===== src/rtl/node_coef_bank.sv =====
// Per-node coefficient register bank: serial load, single-cycle bulk update and optional serial readback.
// Optional feature macro: COEF_READBACK_EN enables the DRAIN readback path (dout/e_out/save_done).
module node_coef_bank #(
  parameter int NC = 3,
  parameter int N  = 16
) (
  input  logic            clk,
  input  logic            rst,
  input  logic            we,
  input  logic [N-1:0]    din,
  input  logic            dtb,
  input  logic            upd_we,
  input  logic [NC*N-1:0] upd_coef,
  input  logic            save_en,
  output logic [NC*N-1:0] coef,
  output logic [N-1:0]    dout,
  output logic            e_out,
  output logic            full,
  output logic            ovf,
  output logic            save_done
);

  localparam int CW = $clog2(NC + 1);
  localparam int PW = $clog2(NC);

`ifdef COEF_READBACK_EN
  typedef enum logic [1:0] {EMPTY, FILL, FULL, DRAIN} state_t;
`else
  typedef enum logic [1:0] {EMPTY, FILL, FULL} state_t;
`endif

  state_t        state_q, state_d;
  logic [CW-1:0] count_q, count_d;
  logic [N-1:0]  coef_q [NC];
  logic [N-1:0]  coef_d [NC];
  logic          ovf_q, ovf_d;
  logic          we_q;
  logic          weActive;
  logic          loadStart;
  logic          startLoad;

`ifdef COEF_READBACK_EN
  logic [PW-1:0] ptr_q, ptr_d;
  logic [N-1:0]  dout_q, dout_d;
  logic          eOut_q, eOut_d;
  logic          saveDone_q, saveDone_d;
`else
  logic          unusedSaveEn;
  assign unusedSaveEn = save_en;
`endif

  assign weActive  = we && !dtb;
  assign loadStart = weActive && !we_q;

  always_comb begin
    state_d   = state_q;
    count_d   = count_q;
    ovf_d     = ovf_q;
    startLoad = 1'b0;
    for (int k = 0; k < NC; k++) coef_d[k] = coef_q[k];
`ifdef COEF_READBACK_EN
    ptr_d      = ptr_q;
    dout_d     = dout_q;
    eOut_d     = 1'b0;
    saveDone_d = 1'b0;
`endif

    case (state_q)
      EMPTY: begin
        if (weActive) startLoad = 1'b1;
      end
      FILL: begin
        if (loadStart) begin
          startLoad = 1'b1;
        end else if (weActive) begin
          for (int k = 0; k < NC; k++)
            if (CW'(k) == count_q) coef_d[k] = din;
          count_d = count_q + CW'(1);
          if (count_q == CW'(NC - 1)) state_d = FULL;
        end
      end
      FULL: begin
        // A fresh load start wins over everything; a continued strobe only flags overflow.
        if (loadStart) begin
          startLoad = 1'b1;
        end else if (weActive) begin
          ovf_d = 1'b1;
        end else if (upd_we && !dtb) begin
          for (int k = 0; k < NC; k++) coef_d[k] = upd_coef[k*N +: N];
        end
`ifdef COEF_READBACK_EN
        else if (save_en && dtb) begin
          dout_d  = coef_q[0];
          eOut_d  = 1'b1;
          ptr_d   = PW'(1);
          state_d = DRAIN;
        end
`endif
      end
`ifdef COEF_READBACK_EN
      DRAIN: begin
        // Losing dtb aborts the readback; the load and update strobes are dropped this cycle.
        if (!dtb) begin
          ptr_d   = '0;
          state_d = FULL;
        end else if (save_en) begin
          for (int k = 0; k < NC; k++)
            if (PW'(k) == ptr_q) dout_d = coef_q[k];
          eOut_d = 1'b1;
          if (ptr_q == PW'(NC - 1)) begin
            saveDone_d = 1'b1;
            ptr_d      = '0;
            state_d    = FULL;
          end else begin
            ptr_d = ptr_q + PW'(1);
          end
        end
      end
`endif
      default: state_d = EMPTY;
    endcase

    if (startLoad) begin
      coef_d[0] = din;
      count_d   = CW'(1);
      ovf_d     = 1'b0;
      state_d   = FILL;
    end
  end

  always_ff @(posedge clk) begin
    if (rst) begin
      state_q <= EMPTY;
      count_q <= '0;
      ovf_q   <= 1'b0;
      we_q    <= 1'b0;
      for (int k = 0; k < NC; k++) coef_q[k] <= '0;
`ifdef COEF_READBACK_EN
      ptr_q      <= '0;
      dout_q     <= '0;
      eOut_q     <= 1'b0;
      saveDone_q <= 1'b0;
`endif
    end else begin
      state_q <= state_d;
      count_q <= count_d;
      ovf_q   <= ovf_d;
      we_q    <= we;
      for (int k = 0; k < NC; k++) coef_q[k] <= coef_d[k];
`ifdef COEF_READBACK_EN
      ptr_q      <= ptr_d;
      dout_q     <= dout_d;
      eOut_q     <= eOut_d;
      saveDone_q <= saveDone_d;
`endif
    end
  end

  for (genvar g = 0; g < NC; g++) begin : g_coef
    assign coef[g*N +: N] = coef_q[g];
  end

  assign ovf = ovf_q;

`ifdef COEF_READBACK_EN
  assign full      = (state_q == FULL) || (state_q == DRAIN);
  assign dout      = dout_q;
  assign e_out     = eOut_q;
  assign save_done = saveDone_q;
`else
  assign full      = (state_q == FULL);
  assign dout      = '0;
  assign e_out     = 1'b0;
  assign save_done = 1'b0;
`endif

endmodule


===== config.mk =====
export PLATFORM = sky130hd
export DESIGN_NAME = node_coef_bank
export DESIGN_NICKNAME = d
export VERILOG_FILES = /design/src/rtl/node_coef_bank.sv
export SDC_FILE = /design/constraint.sdc
export NUM_CORES = 1
export LEC_CHECK = 0
export CAP_MARGIN = 20
export CORE_ASPECT_RATIO = 0.6
export CORE_MARGIN = 2
export CORE_UTILIZATION = 30
export DETAILED_ROUTE_END_ITERATION = 6
export PLACE_DENSITY = 0.71
export SYNTH_ARGS = -nofsm -noshare
export SYNTH_HDL_FRONTEND = slang
export SYNTH_SLANG_ARGS = --single-unit

===== constraint.sdc =====
create_clock -name clk -period 3.3 [get_ports clk]
set_input_delay 0.99 -clock clk [delete_from_list [all_inputs] [get_ports clk]]
set_output_delay 0.99 -clock clk [all_outputs]
set_load 0.1 [all_outputs]

==> reports/results.tsv <==
stage	metric	value	unit
outcome	outcome	finished clean	
critical_path	critPathLaunchType	primary input	
final_layout	area_growth	44.3	%
floorplan	start_util	31.0	%
sta	rsz0062_at_grt	no	
floorplan	core_area	9190	sq um
critical_path	rr_endpoint	coef_q[0][14]	
synth	netlist_area	2840	sq um
grt	grt_usage	17.1	%
final_layout	register_area	1080	sq um
routing	viasPerCell	4.77	
final_layout	drive_gt1_share	19.2	%
placement	gp_congestion	0.807	
synth	avgSynthCellArea	8.92	sq um
clock_tree	clk_pin_slew_worst_paths	80	ps
floorplan	fp-row-count	27	
clock_tree	post_cts_buffers	0	
critical_path	r2r_cells	7	
critical_path	r2r_slack	820	ps
sta	slew_headroom	58.4	%
critical_path	path_delay_family	simple AND/OR/NAND/NOR gates	
clock_tree	numCtsBuffers	5	
routing	drt_wl_total	8840	um
pwr	p_leak	0.00164	uW
sta	worst_pin_slew	624	ps
critical_path	r2r-start	state_q[0]	
placement	io_buffer_count	118	
final_layout	utilization	44.7	%
clock_tree	cts_root_buf	clkbuf_16	
sta	tns	0	ps
critical_path	crit_path_end_kind	register	
final_layout	final_cell_count_no_fill	552	
sta	setup_viol	0	
final_layout	layout_commonest_cell	clkdlybuf4s50_1	
floorplan	fp.dieW	130	um
synth	synthArstFlopShare	0	%
sta	skew	7.01	ps
critical_path	crit_arrival	2910	ps
critical_path	cp_data_required_time	3460	ps
routing	drt_iter0_markers	154	
final_layout	layout.nets	498	
final_layout	final_cell_mix	clkdlybuf4s50_1, dfxtp_1, buf_4	
grt	grt_pass1_wl	13400	um
grt	grt_max_degree	55	
sta	max_freq	0.363	GHz
synth	netlist_instances	319	
worst_hold_path	whs_path_depth	2	
clock_tree	cts_tree	done	
synth	synth_flop_cell	dfxtp_1	
clock_tree	cts.htree.levels	2	
clock_tree	cts_hold_buf	0	
routing	route.detailed.drc	0	
final_layout	design_area	4110	sq um
grt	antenna_found_initial	0	
critical_path	critical_path.slowest_cell	or4_4	
final_layout	antenna_cells	0	
routing	wire_per_inst	16.0	um
floorplan	boundaryPins	138	
placement	dp_hpwl	6730	um
critical_path	path_cells	clkdlybuf4s50_1 > nor3b_2 > o21a_4 > or4_4 > a21oi_1 > a311oi_2	
job	cap_violations	0	
synth	synth_edf_count	0	
critical_path	path_class	in -> reg	
placement	post_dp_cell_area	3930	sq um
synth	ys_seq_elements	54	
final_layout	fillers	913	
worst_hold_path	min_to	coef_q[0][36]	
routing	num_vias	2632	
floorplan	die_height	79.4	um
pwr	vdd_ir_drop_max	0.268	mV
sta	hold_viol	0	
routing	dr.pass1.iters	4	
synth	ys.warnings.count	0	
worst_hold_path	hp-class	reg -> reg	
clock_tree	clock_path_buffers	2	
worst_hold_path	hold_start	coef_q[0][36]	
sta	fin_crit	2750	ps
sta	slew_viol_final	0	
pwr	p_per_area	437	nW/um^2
grt	grt_overflow	0	
placement	dp.cells	544	
clock_tree	clk-insertion-delay-late	300	ps
final_layout	multi_input_area	1530	sq um
critical_path	slowest_delay	710	ps
critical_path	path_buf_inv	1	
floorplan	die_area	10300	sq um
sta	min_period_over_period	83.4	%
synth	synth_cell_types	42	
clock_tree	cts_resized	0	
clock_tree	cts_sinks	54	
synth	ys_seq_area_share	38.0	%
routing	ant_nets	0	
grt	grt_pass1_vias	2431	
critical_path	path_max_fanout	32	
-- sequential cells by signal, summed over array words and instances (netlist names) --
| signal | flops |
|---|---|
| we_q | 1 |
| count_q | 2 |
| coef_q | 48 |
| ovf | 1 |
| state_q | 2 |
-- worst max-delay path by stage --
stage	startpoint	end	slack [ps]	depth (start not counted)
2_1_floorplan	state_q[0]	coef_q[0][11]	690	9
3_5_place_dp	we	coef_q[0][12]	260	6
5_1_grt	we	coef_q[0][1]	390	7
6_report	we	coef_q[0][14]	550	6
4_1_cts	we	coef_q[0][14]	560	6
3_3_place_gp	we	coef_q[0][12]	280	6
-- per-layer routing --
layer  share of wire, %  vias up  GRT usage, %
li1                   -     1332             -
met1                 51     1219          26.0
met2                 40       72          23.4
met3                7.2        9          5.03
met4               0.79        0          3.33
met5                  0        -             0
-- metrics by stage --
step                hold slack (ps)  setup WS [ps]  power, uW
floorplan                       500            690       1060
global placement                489            282       1180
detailed placement              495            258       1180
CTS                             506            560       1810
global route                    523            386       1870
finish                          502            547       1790
-- area by class of cell --
type / instances / share of cell area [%]
sequential: 54 / 26.3
clock buffer: 5 / 3.05
timing repair buffer: 124 / 27.6
multi-input combinational: 229 / 37.2
clock inverter: 3 / 1.16
inverter: 7 / 0.640
tap: 130 / 3.96
-- kinds of logic (layout without fill, tap and decap cells) --
logic type,count (synthesis),count (layout),synth area share [%]
other,1,18,0.132
adder cells (fa/ha/maj),7,7,3.08
AND/OR/NAND/NOR,73,73,13.9
buffers and inverters,53,139,11.0
AO/OA/AOI/OAI,114,114,27.9
flip-flops,54,54,38.0
multiplexers,17,17,5.98
-- worst min-delay path, stage by stage, from the launching register on --
cell and delay, ps:
dfxtp_1 310, nor2_1 90, a211oi_1 50
-- synth_stat cells, types with 7 or more instances --
| cell type | instances | area share [%] |
|---|---|---|
| dfxtp_1 | 54 | 38 |
| mux2i_1 | 17 | 6.0 |
| nor2b_1 | 18 | 4.0 |
| nor2_1 | 36 | 4.8 |
| a21oi_1 | 50 | 8.8 |
| buf_4 | 19 | 5.0 |
| a211oi_1 | 33 | 8.7 |
| buf_2 | 8 | 1.4 |
| clkbuf_1 | 11 | 1.5 |
| inv_1 | 7 | 0.92 |
| a311oi_1 | 12 | 3.7 |
| ha_1 | 7 | 3.1 |
-- power breakdown --
| part | switching, uW | internal [uW] |
|---|---|---|
| sequential | 14.6 | 673 |
| combinational | 337 | 146 |
| clock | 259 | 363 |
Note: power is estimated with default switching activity, not from simulation.
